==> src/rtl/taxi_eth_mac_pfc_tx_ctrl.sv <==
// PFC transmit request engine: per-class pause levels -> PFC frame descriptors (XOFF/XON/refresh/resend).
// Latency: request edge to m_mcf_valid is 2 cycles from IDLE; stat pulses appear the cycle after accept.
// Backpressure: descriptor held stable while m_mcf_ready is low; new events accumulate in pending.
module taxi_eth_mac_pfc_tx_ctrl #(
    parameter int PRIO_CNT = 8,
    parameter int DATA_W   = 64,
    parameter int QUANTA_W = 16
) (
    input  logic                         clk,
    input  logic                         rst,
    input  logic [PRIO_CNT-1:0]          tx_pfc_req,
    input  logic                         tx_pfc_resend,
    input  logic                         cfg_pfc_en,
    input  logic [PRIO_CNT*QUANTA_W-1:0] cfg_quanta,
    input  logic [PRIO_CNT*QUANTA_W-1:0] cfg_refresh,
    output logic                         m_mcf_valid,
    input  logic                         m_mcf_ready,
    output logic [7:0]                   m_mcf_class_en,
    output logic [8*QUANTA_W-1:0]        m_mcf_quanta,
    output logic [PRIO_CNT-1:0]          pfc_active,
    output logic                         stat_pfc_pkt,
    output logic [PRIO_CNT-1:0]          stat_pfc_xon,
    output logic [PRIO_CNT-1:0]          stat_pfc_xoff
);
    localparam int PRE_CNT = 512 / DATA_W;
    localparam int PRE_W   = PRE_CNT > 1 ? $clog2(PRE_CNT) : 1;

    typedef enum logic {IDLE, SEND} state_t;
    state_t state_reg, state_next;

    logic [PRIO_CNT-1:0] req_q, req_q_d;
    logic [PRIO_CNT-1:0] pending_reg, pending_next;
    logic [PRIO_CNT-1:0] event_vec, expire_vec;
    logic [PRIO_CNT-1:0] timer_clr, timer_load;
    logic [PRIO_CNT-1:0] sent_req_reg;
    logic [QUANTA_W-1:0] timer_reg [PRIO_CNT];
    logic [8*QUANTA_W-1:0] quanta_launch;
    logic [PRE_W-1:0] pre_reg;
    logic tick, launch, accept;

    // With a single-cycle quantum the prescaler sits at 0 and ticks every cycle.
    assign tick        = (pre_reg == PRE_W'(PRE_CNT - 1));
    assign m_mcf_valid = (state_reg == SEND);
    assign pfc_active  = req_q;

    always_comb begin
        state_next = state_reg;
        launch     = 1'b0;
        accept     = 1'b0;
        case (state_reg)
            IDLE: begin
                if (pending_reg != '0 && cfg_pfc_en) begin
                    launch     = 1'b1;
                    state_next = SEND;
                end
            end
            SEND: begin
                if (m_mcf_ready) begin
                    accept     = 1'b1;
                    state_next = IDLE;
                end
            end
        endcase
    end

    // Timer priority: clear, then reload on launch, then decrement; expiry only on a real 1->0 step.
    always_comb begin
        timer_clr     = '0;
        timer_load    = '0;
        expire_vec    = '0;
        quanta_launch = '0;
        for (int i = 0; i < PRIO_CNT; i++) begin
            timer_clr[i]  = !cfg_pfc_en || !req_q[i] || (cfg_refresh[i*QUANTA_W +: QUANTA_W] == '0);
            timer_load[i] = launch && pending_reg[i];
            expire_vec[i] = !timer_clr[i] && !timer_load[i] && tick &&
                            (timer_reg[i] == QUANTA_W'(1));
            quanta_launch[i*QUANTA_W +: QUANTA_W] = req_q[i] ? cfg_quanta[i*QUANTA_W +: QUANTA_W] : '0;
        end
    end

    always_comb begin
        event_vec    = (req_q ^ req_q_d) | (req_q & (expire_vec | {PRIO_CNT{tx_pfc_resend}}));
        pending_next = cfg_pfc_en ? ((launch ? '0 : pending_reg) | event_vec) : '0;
    end

    always_ff @(posedge clk or posedge rst) begin
        if (rst) begin
            for (int i = 0; i < PRIO_CNT; i++) begin
                timer_reg[i] <= '0;
            end
        end else begin
            for (int i = 0; i < PRIO_CNT; i++) begin
                if (timer_clr[i]) begin
                    timer_reg[i] <= '0;
                end else if (timer_load[i]) begin
                    timer_reg[i] <= cfg_refresh[i*QUANTA_W +: QUANTA_W];
                end else if (tick && timer_reg[i] != '0) begin
                    timer_reg[i] <= timer_reg[i] - 1'b1;
                end
            end
        end
    end

    always_ff @(posedge clk or posedge rst) begin
        if (rst) begin
            state_reg      <= IDLE;
            req_q          <= '0;
            req_q_d        <= '0;
            pending_reg    <= '0;
            sent_req_reg   <= '0;
            pre_reg        <= '0;
            m_mcf_class_en <= '0;
            m_mcf_quanta   <= '0;
            stat_pfc_pkt   <= 1'b0;
            stat_pfc_xon   <= '0;
            stat_pfc_xoff  <= '0;
        end else begin
            state_reg   <= state_next;
            req_q       <= tx_pfc_req & {PRIO_CNT{cfg_pfc_en}};
            req_q_d     <= req_q;
            pending_reg <= pending_next;
            pre_reg     <= tick ? '0 : pre_reg + 1'b1;
            if (launch) begin
                m_mcf_class_en <= 8'(pending_reg);
                m_mcf_quanta   <= quanta_launch;
                sent_req_reg   <= req_q;
            end
            stat_pfc_pkt  <= accept;
            stat_pfc_xoff <= accept ? (m_mcf_class_en[PRIO_CNT-1:0] & sent_req_reg) : '0;
            stat_pfc_xon  <= accept ? (m_mcf_class_en[PRIO_CNT-1:0] & ~sent_req_reg) : '0;
        end
    end

endmodule

==> config.mk <==
export PLATFORM = sky130hd
export DESIGN_NAME = taxi_eth_mac_pfc_tx_ctrl
export DESIGN_NICKNAME = d
export VERILOG_FILES = /design/src/rtl/taxi_eth_mac_pfc_tx_ctrl.sv
export SDC_FILE = /design/constraint.sdc
export NUM_CORES = 1
export LEC_CHECK = 0
export CORE_UTILIZATION = 53
export DETAILED_ROUTE_END_ITERATION = 12
export GPL_TIMING_DRIVEN = 0
export PLACE_DENSITY = 0.88
export SETUP_SLACK_MARGIN = 0.05
export SKIP_LAST_GASP = 1
export SYNTH_ARGS = -nofsm -noshare
export SYNTH_HDL_FRONTEND = slang
export SYNTH_SLANG_ARGS = --single-unit
==> constraint.sdc <==
create_clock -name clk -period 31.5 [get_ports clk]
set_clock_uncertainty 0.05 [all_clocks]
set_input_delay 4.725 -clock clk [delete_from_list [all_inputs] [get_ports clk]]
set_output_delay 4.725 -clock clk [all_outputs]
set_load 0.01 [all_outputs]
==> results.txt, run 1 <==
----------------------------------------------------
[Placement]
  Placer's final routability congestion estimate ... 0.945
  Dpl hpwl ... about 41000 um
  Post-DP Area ... 20600 sq um
  Buffers on Ports ... 429

[Floorplanning]
  Die outline height ... 175 um
  I/O pin count ... 431
  Starting density of the core ... 54.4%
  Cell row count ... 62
  Die W ... 175 um
  DIE AREA ... 30500 sq um
  Area of the core ... 29000 sq um

[Finish]
  Final std cell area, no fill ... 21900 sq um
  Synth-to-Final Area Change ... 38.5%
  Area used by sequential logic in the layout ... slightly below 8000 sq um
  Share of cells above drive strength 1 ... 5.79%
  Layout Nets ... 2448
  Number of fill cells ... between 1500 and 2000
  Combined area of the multi-input logic cells ... about 7300 sq um

[Outcome]
  Status ... complete, no violations

[Global route]
  Largest net degree at the start of global routing ... 90
  Tot GR Track Use ... between 30% and 40%
  Total grt overflow ... 0
  Global-route wire length before repair ... ~85000 um
  Number of antenna violations at the first check in global routing ... 3
  Via count of the first global-routing pass ... 15359

[CTS]
  Post-cts gate resize count ... 0
  Number of buffers inserted by hold repair at cts ... 0
  Inserted Clock Buffers ... 35
  Source-to-sink clock delay at the later pin of the worst-skew pair ... 510 ps
  Number of buffers inserted by post-CTS setup repair ... 0
  Clock Tree Root ... sky130_fd_sc_hd__clkbuf_16
  Clock tree from TritonCTS ... yes
  Number of sinks on the clock net ... 317
  Register clock-pin slew on the reported worst setup and hold paths ... roughly 60 ps
  CTS Buffer Depth ... 3
  Number of H-tree levels ... 2

[Drt]
  1st-iter DRT viols ... 1333
  Number of routed nets with antenna violations ... 0
  Iteration count of the initial detailed-routing pass ... 6
  DR vias ... 15422
  Final routed DRC violation total ... 0
  Via/cell ratio ... around 6
  WL per Instance ... 21.4 um
  Total wire length after detailed routing ... 54900 um

[Synthesis]
  Synthesized flop and latch total ... about 320
  Seq/Total Area, Yosys ... 50.3%
  Number of enable-type register cells in the synthesized netlist ... 0
  Proportion of synthesized flip-flops having asynchronous set or reset ... 100%
  Avg Synthesized Cell Area ... 9.37 sq um
  Cell variety after synth ... 64
  Main synth FF type ... sky130_fd_sc_hd__dfrtp_1
  Syn_nets ... 1979
  Synth Warn # ... 0
  Post-Syn Area ... roughly 16000 sq um
  Gate Count Post-Synth ... 1684

[Hold path]
  Worst min-delay path category ... reg2reg

[Pwr]
  Worst IR Drop VDD ... 0.0000277 V
  Power per cell area ... 51.5 nW/um^2
  Net Sw Frac ... 28.1%
  Switching component of the power ... 0.000316 W
  Leakage power ... roughly 8.9 nW
  Register share of total power ... about two fifths
  Gate power share ... 20.3%
  Internal portion of total power ... a little over 0.0008 W
  Clock power frac ... 38.1%

[Setup path]
  Critical Path Source Type ... primary input
  Worst path arrival time ... 7380 ps
  Longest individual stage delay on the worst path ... about 440 ps
  Largest fanout of any net on the critical path ... 10
  Kind of end point of the critical path ... register
  Critical-path top delay cell ... sky130_fd_sc_hd__o21ai_1
  Class of the most critical setup path ... in2reg
  Critical Path Most Common Cell ... sky130_fd_sc_hd__buf_2
  Critical path's top delay family ... buffers and inverters
  WP buf/inv ... 6
  Cells traversed along the worst timing path ... buf_2 > nor2b_1 > clkbuf_1 > o21ai_1 > buf_2 > buf_2 > buf_2 > buf_2 > o21ai_0
  Endpoint required time on the critical path ... 31820 ps

[STA]
  Rel. slew slack ... approximately 40%
  Highest clock rate ... between 100 and 150 MHz
  Post-route fraction of the period consumed by the critical path ... 22.4%
  TNS Setup ... 0 ps
  RSZ-0062 raised after global routing ... no
  Pins Over Slew Limit ... 0
  Number of failing setup endpoints in the final timing report ... 0
  Hold_ws ... around 370 ps
  Worst Tran Pin Value ... 894 ps
  Final Hold Violating Endpoints ... 0
  Final critical path time including I/O delays and setup ... roughly 7100 ps

[Job]
  Max Cap Viol ... 0

----------------------------------------------------
cell type report:
cell class              count  area share (%)
repair buffers            432            20.0
multi-input cells        1242            33.6
plain buffers             103            1.95
clock inverters            14           0.836
well taps                 384            2.20
inverters                  22           0.412
flip-flops and latches    317            36.3
diodes                      2          0.0229
clock buffers              47            4.68
cell usage after synthesis, drive strengths merged, types with 28 or more instances:
library cell | instances | area [sq um]
nand3 | 30 | 150
o21ai | 144 | 721
nor2 | 165 | 619
nor3 | 37 | 205
nand2 | 316 | 1190
xor2 | 33 | 289
dfrtp | 317 | 7930
nor4 | 72 | 579
nand4 | 28 | 175
clkbuf | 81 | 304
xnor2 | 72 | 631
a211oi | 114 | 866
path summary, 6_finish.rpt:
kind	startpoint	end	slack, ps	cells past startpoint
worst max-delay path	cfg_pfc_en	m_mcf_valid	24430	9
worst min-delay path	pfc_active[0]	req_q_d[0]	370	0
worst max register to register	pending_reg[1]	m_mcf_valid	28220	7
worst min register to register	pfc_active[0]	req_q_d[0]	370	0
max in group asynchronous	rst	m_mcf_quanta[3]	25610	4
min in group asynchronous	rst	m_mcf_quanta[85]	4590	2
worst register-to-register path: stages (launching register included):
cell	delay (ps)
sky130_fd_sc_hd__dfrtp_1	460
sky130_fd_sc_hd__or4_1	540
sky130_fd_sc_hd__o21ai_1	520
sky130_fd_sc_hd__buf_2	380
sky130_fd_sc_hd__buf_2	290
sky130_fd_sc_hd__buf_2	330
sky130_fd_sc_hd__buf_2	420
sky130_fd_sc_hd__o21ai_0	140
power by group through the flow:
stage	Clock (W)	Combinational [W]	Sequential, W
2_1_floorplan	0	0.0000776	0.000481
3_3_place_gp	0	0.000219	0.000472
3_5_place_dp	0	0.000225	0.000473
4_1_cts	0.000430	0.000227	0.000467
5_1_grt	0.000447	0.000243	0.000471
6_report	0.000428	0.000229	0.000468
per-stage QoR:
step / setup WS [ps] / utilization [%] / std cells / power (W)
final: 24430 / 75.3 / 2563 / 0.00112
after global routing: 24350 / 75.3 / 2563 / 0.00116
after CTS: 24470 / 75.3 / 2561 / 0.00112
after detailed placement: 23950 / 71.1 / 2500 / 0.000698
after global placement: 14290 / 70.8 / 2497 / 0.000692
after floorplan: 17950 / - / 1684 / 0.000558
cell families after synthesis:
kind of cell | synth area share [%]
buffers and inverters | 3.22
adders and majority gates | 2.06
and+or+nand+nor | 25.0
xor gates and xnor gates | 5.83
DFF | 50.3
muxes | 0.642
AOI/OAI and AO/OA | 12.9
placed cells by master (no fill, tap or decap), types with 13 or more instances in the layout:
cell                              netlist  layout
sky130_fd_sc_hd__nand4_1               28      28
sky130_fd_sc_hd__nand2_1              316     316
sky130_fd_sc_hd__xnor2_1               72      72
sky130_fd_sc_hd__clkdlybuf4s50_1        0     429
sky130_fd_sc_hd__xor2_1                33      33
sky130_fd_sc_hd__nor2_1               165     165
sky130_fd_sc_hd__a211oi_1             112     112
sky130_fd_sc_hd__nand4b_1              15      15
sky130_fd_sc_hd__clkbuf_1              81      85
sky130_fd_sc_hd__nor3_1                33      33
sky130_fd_sc_hd__and2_1                15      15
sky130_fd_sc_hd__or4_1                 13      13
sky130_fd_sc_hd__buf_2                 16      16
sky130_fd_sc_hd__inv_1                 22      21
sky130_fd_sc_hd__and3_1                13      13
sky130_fd_sc_hd__nand3_1               30      30
sky130_fd_sc_hd__a21oi_1               17      17
sky130_fd_sc_hd__ha_1                  26      26
sky130_fd_sc_hd__o21ai_0              143     143
sky130_fd_sc_hd__dfrtp_1              317     317
sky130_fd_sc_hd__or3_1                 23      23
sky130_fd_sc_hd__clkbuf_16              0      37
sky130_fd_sc_hd__nor4_1                57      57
layer usage:
layer / routed length [um] / part of all wire, % / vias up / track usage, %
met3: 4400 / 8.0 / 148 / 7.90
met4: 2600 / 4.7 / 2 / 16.2
met2: 26400 / 48 / 745 / 59.4
met5: 13 / 0.024 / - / 0
met1: 21600 / 39 / 7596 / 45.1
li1: - / - / 6931 / -
No activity file was read; power rests on OpenSTA's default activity.
==> run 2, diff against run 1 <==
--- a/config.mk
+++ b/config.mk
@@ -5,10 +5,10 @@
 export SDC_FILE = /design/constraint.sdc
 export NUM_CORES = 1
 export LEC_CHECK = 0
-export CORE_UTILIZATION = 53
+export CORE_UTILIZATION = 44
 export DETAILED_ROUTE_END_ITERATION = 12
 export GPL_TIMING_DRIVEN = 0
-export PLACE_DENSITY = 0.88
+export PLACE_DENSITY = 0.78
 export SETUP_SLACK_MARGIN = 0.05
 export SKIP_LAST_GASP = 1
 export SYNTH_ARGS = -nofsm -noshare
==> constraint.sdc (replaced) <==
create_clock -name clk -period 5.74 [get_ports clk]
set_clock_uncertainty 0.05 [all_clocks]
set_input_delay 0.861 -clock clk [delete_from_list [all_inputs] [get_ports clk]]
set_output_delay 0.861 -clock clk [all_outputs]
set_load 0.01 [all_outputs]
==> results.txt, run 2 (same netlist as run 1, synthesis figures left out) <==
----------------------------------------------------
[Pwr]
  Clock power frac ... roughly two fifths
  Worst IR Drop VDD ... 0.000223 V
  Gate power share ... around a fifth
  Internal portion of total power ... 0.00449 W
  Leakage power ... 8.91 nW
  Register share of total power ... between 40% and 50%
  Net Sw Frac ... between 20% and 30%
  Switching component of the power ... 0.00171 W
  Power per cell area ... between 200 and 300 nW/um^2

[STA]
  Worst Tran Pin Value ... 929 ps
  Final critical path time including I/O delays and setup ... 3300 ps
  Post-route fraction of the period consumed by the critical path ... 57.4%
  Highest clock rate ... 303 MHz
  Final Hold Violating Endpoints ... 0
  Number of failing setup endpoints in the final timing report ... 0
  Rel. slew slack ... 37.5%
  Pins Over Slew Limit ... 0
  RSZ-0062 raised after global routing ... no

[Floorplanning]
  Starting density of the core ... 45.2%
  Area of the core ... 34900 sq um
  Die W ... about 190 um
  DIE AREA ... 36600 sq um
  I/O pin count ... 431
  Die outline height ... 191 um
  Cell row count ... 68

[Outcome]
  Status ... complete, no violations

[Finish]
  Share of the core filled with cells ... 63.2%
  Most common cell after layout, fill and taps aside ... sky130_fd_sc_hd__clkdlybuf4s50_1
  Share of cells above drive strength 1 ... 6.00%
  Layout Nets ... ~2500
  Most frequent cells in the layout ... sky130_fd_sc_hd__clkdlybuf4s50_1 (429), sky130_fd_sc_hd__dfrtp_1 (317), sky130_fd_sc_hd__nand2_1 (316)
  Synth-to-Final Area Change ... 39.8%
  Final std cell area, no fill ... ~22000 sq um

[Setup path]
  Kind of end point of the critical path ... register
  Endpoint required time on the critical path ... roughly 6100 ps
  Worst Reg-to-Reg Cells ... 9
  Largest fanout of any net on the critical path ... 10
  Worst path arrival time ... 3620 ps
  Class of the most critical setup path ... reg2reg
  Critical Path Source Type ... register

[Global route]
  Global-route wire length before repair ... roughly 81000 um
  Tot GR Track Use ... 28.7%
  Largest net degree at the start of global routing ... 45
  Via count of the first global-routing pass ... 14638
  Total grt overflow ... 0
  Number of antenna violations at the first check in global routing ... 8

[Drt]
  Final routed DRC violation total ... 0
  Via/cell ratio ... ~5.6
  1st-iter DRT viols ... 1004
  WL per Instance ... 20.4 um
  Number of routed nets with antenna violations ... 0
  Iteration count of the initial detailed-routing pass ... 6
  DR vias ... 14752
  Total wire length after detailed routing ... between 50000 and 60000 um

[Placement]
  Buffers on Ports ... around 430
  Post-DP Area ... 20800 sq um
  Dpl hpwl ... 41000 um
  Placer's final routability congestion estimate ... 0.918

[CTS]
  Register clock-pin slew on the reported worst setup and hold paths ... around 60 ps
  Source-to-sink clock delay at the later pin of the worst-skew pair ... 520 ps
  Number of sinks on the clock net ... 317
  CTS Buffer Depth ... 3
  Inserted Clock Buffers ... 36
  Post-cts gate resize count ... 0
  Number of H-tree levels ... 2
  Number of buffers inserted by hold repair at cts ... 0
  Clock tree from TritonCTS ... yes
  Clock Tree Root ... sky130_fd_sc_hd__clkbuf_16
  Number of buffers inserted by post-CTS setup repair ... 0

[Hold path]
  Hold Path Stages ... 0
  Worst min-delay path category ... reg2reg

[Job]
  Max Cap Viol ... 0

----------------------------------------------------
[run 2: power groups by stage]
| stage | clock (W) | combinational (W) | sequential (W) |
|---|---|---|---|
| finish | 0.00241 | 0.00124 | 0.00256 |
| global route | 0.00253 | 0.00134 | 0.00257 |
| CTS | 0.00245 | 0.00125 | 0.00255 |
| detailed placement | 0 | 0.00124 | 0.00259 |
| global placement | 0 | 0.00121 | 0.00259 |
| floorplan | 0 | 0.000426 | 0.00264 |
[run 2: metal layers]
layer | global-route usage (%) | wire [um] | vias up
li1 | - | - | 6940
met1 | 35.4 | 21900 | 7117
met2 | 48.4 | 25500 | 557
met3 | 6.54 | 4040 | 128
met4 | 11.5 | 2290 | 10
met5 | 0 | 66 | -
[run 2: final timing paths]
check | startpoint | slack (ps) | endpoint
worst max-delay path | m_mcf_valid | 2440 | m_mcf_valid
worst min-delay path | pfc_active[0] | 360 | req_q_d[0]
worst max register to register | m_mcf_valid | 2440 | m_mcf_valid
worst min register to register | pfc_active[0] | 360 | req_q_d[0]
max in group asynchronous | rst | 3690 | pfc_active[5]
min in group asynchronous | rst | 620 | m_mcf_quanta[80]
[run 2: layout make-up]
type,count,area [sq um]
Antenna cell,2,5.00
Clock inverter,11,170
Buffer,103,425
Multi-Input combinational cell,1242,7340
Clock buffer,53,1080
Tap cell,455,569
Timing Repair Buffer,437,4450
Inverter,22,86.3
Sequential cell,317,7930
Fill cell,2878,12800
[run 2: critical path: stages (launching register included)]
cell	delay [ps]
sky130_fd_sc_hd__dfrtp_1	340
sky130_fd_sc_hd__clkbuf_1	360
sky130_fd_sc_hd__nor2b_1	90
sky130_fd_sc_hd__clkbuf_1	300
sky130_fd_sc_hd__o21ai_1	410
sky130_fd_sc_hd__buf_2	350
sky130_fd_sc_hd__buf_2	310
sky130_fd_sc_hd__buf_2	360
sky130_fd_sc_hd__buf_2	410
sky130_fd_sc_hd__o21ai_0	160
[run 2: metrics by stage]
stage	setup TNS (ps)	power, W	hold slack, ps	setup slack, ps	instances
floorplan	0	0.00306	353	604	1684
global placement	-491830	0.00379	344	-1570	2568
detailed placement	0	0.00383	339	1960	2576
CTS	0	0.00625	353	2400	2640
global route	0	0.00645	369	2270	2640
finish	0	0.00621	357	2440	2642
==> run 3, diff against run 2 <==
==> constraint.sdc (replaced) <==
create_clock -name clk -period 3 [get_ports clk]
set_clock_uncertainty 0.05 [all_clocks]
set_input_delay 0.45 -clock clk [delete_from_list [all_inputs] [get_ports clk]]
set_output_delay 0.45 -clock clk [all_outputs]
set_load 0.01 [all_outputs]
==> results.txt, run 3 (same netlist as run 1, synthesis figures left out) <==
----------------------------------------------------
[Floorplanning]
  DIE AREA ... about 37000 sq um
  I/O pin count ... 431
  Starting density of the core ... 45.2%
  Cell row count ... 68
  Area of the core ... 34900 sq um
  Die W ... 191 um
  Die outline height ... 191 um

[Placement]
  Placer's final routability congestion estimate ... 0.918
  Buffers on Ports ... 429
  Dpl hpwl ... a little over 40000 um
  Post-placement setup slack ... -371 ps

[Finish]
  Layout Nets ... 2454
  Most common cell after layout, fill and taps aside ... sky130_fd_sc_hd__clkdlybuf4s50_1
  Share of cells above drive strength 1 ... 6.32%
  Combined area of the multi-input logic cells ... ~7300 sq um
  Area used by sequential logic in the layout ... 7930 sq um
  Number of fill cells ... 2873
  Synth-to-Final Area Change ... 40.0%
  Most frequent cells in the layout ... sky130_fd_sc_hd__clkdlybuf4s50_1 (429), sky130_fd_sc_hd__dfrtp_1 (317), sky130_fd_sc_hd__nand2_1 (316)

[Global route]
  Global-route wire length before repair ... 80900 um
  Via count of the first global-routing pass ... 14638
  Number of antenna violations at the first check in global routing ... 8
  Largest net degree at the start of global routing ... 45
  Total grt overflow ... 0
  Tot GR Track Use ... 28.7%

[Pwr]
  Worst IR Drop VDD ... 0.000426 V
  Leakage power ... 8.93 nW
  Power per cell area ... 538 nW/um^2
  Total power after layout ... around 0.012 W

[Setup path]
  Endpoint required time on the critical path ... about 3300 ps
  Worst Reg-to-Reg Cells ... 6
  Class of the most critical setup path ... reg2reg
  Reg2Reg Launch Point ... pending_reg[4]
  Kind of end point of the critical path ... register
  Register-to-register setup slack ... 240 ps
  Worst path arrival time ... 3100 ps
  Critical Path Source Type ... register
  Reg-to-reg critical path endpoint ... sent_req_reg[1]
  Largest fanout of any net on the critical path ... 10

[STA]
  Post-route fraction of the period consumed by the critical path ... between 90 and 100%
  Highest clock rate ... 362 MHz
  Pins Over Slew Limit ... 0
  Final critical path time including I/O delays and setup ... ~2800 ps
  Final Hold Violating Endpoints ... 0
  RSZ-0062 raised after global routing ... no
  Rel. slew slack ... between 30% and 40%
  Worst Tran Pin Value ... 920 ps
  Post-layout worst setup margin ... 236 ps
  Number of failing setup endpoints in the final timing report ... 0

[Drt]
  Iteration count of the initial detailed-routing pass ... 6
  Number of routed nets with antenna violations ... 0
  1st-iter DRT viols ... 959
  Final routed DRC violation total ... 0
  Via/cell ratio ... 5.58
  WL per Instance ... 20.3 um
  DR vias ... 14754
  Total wire length after detailed routing ... 53700 um

[CTS]
  Number of sinks on the clock net ... between 300 and 400
  Clock tree from TritonCTS ... yes
  Number of H-tree levels ... 2
  Register clock-pin slew on the reported worst setup and hold paths ... 60 ps
  CTS Buffer Depth ... 3
  Inserted Clock Buffers ... 36
  Clock Tree Root ... sky130_fd_sc_hd__clkbuf_16
  Source-to-sink clock delay at the later pin of the worst-skew pair ... 510 ps

[Hold path]
  Worst min-delay path category ... in2async

[Outcome]
  Status ... complete, no violations

[Job]
  Max Cap Viol ... 0

----------------------------------------------------
==> run 3: worst max-delay path by stage <==
stage / start / depth (start not counted) / endpoint / slack (ps)
floorplan: rst / 1 / m_mcf_class_en[0] / -1720
global placement: rst / 2 / stat_pfc_pkt / -3900
detailed placement: cfg_pfc_en / 9 / m_mcf_valid / -370
CTS: pending_reg[4] / 8 / m_mcf_quanta[30] / 50
global route: pending_reg[4] / 8 / m_mcf_quanta[33] / 80
finish: pending_reg[4] / 6 / sent_req_reg[1] / 240
==> run 3: routing by layer <==
| layer | global-route usage, % | vias to the layer above | share of wire (%) |
|---|---|---|---|
| li1 | - | 6940 | - |
| met1 | 35.4 | 7140 | 41 |
| met2 | 48.4 | 544 | 48 |
| met3 | 6.54 | 120 | 7.5 |
| met4 | 11.5 | 10 | 4.1 |
| met5 | 0 | - | 0.12 |
==> run 3: stage by stage <==
step	cell area, sq um	std cells	TNS [ps]	hold slack, ps	utilization [%]
floorplan	15800	1684	-546770	353	-
global placement	20600	2568	-1245760	344	59.2
detailed placement	20800	2576	-15560	339	59.6
CTS	22100	2640	0	197	63.2
global route	22100	2640	0	227	63.3
finish	22100	2642	0	206	63.3
==> run 3: timing repair <==
action	in CTS	in global routing
endpoints found under the setup margin	95	84
setup buffers	0	0
hold buffers	0	0
resized for setup	4	11
==> run 3: cell type report <==
type	instances	share of cell area, %
Antenna cell	2	0.0227
Buffer	103	1.99
Clock buffer	53	4.87
Clock inverter	11	0.771
Inverter	22	0.391
Multi-Input combinational cell	1242	33.3
Sequential cell	317	35.9
Tap cell	455	2.58
Timing Repair Buffer	437	20.2
==> run 3: worst max-delay path, stage by stage, from the launching register on <==
cell and delay (ps):
sky130_fd_sc_hd__dfrtp_1 420, sky130_fd_sc_hd__or4_1 600, sky130_fd_sc_hd__o21ai_4 270, sky130_fd_sc_hd__clkbuf_4 270, sky130_fd_sc_hd__buf_2 280, sky130_fd_sc_hd__buf_2 360
sky130_fd_sc_hd__mux2_2 390
==> run 3: power by group <==
group          switching [W]  internal, W
clock                0.00177      0.00283
sequential          0.000258      0.00463
combinational        0.00125      0.00114
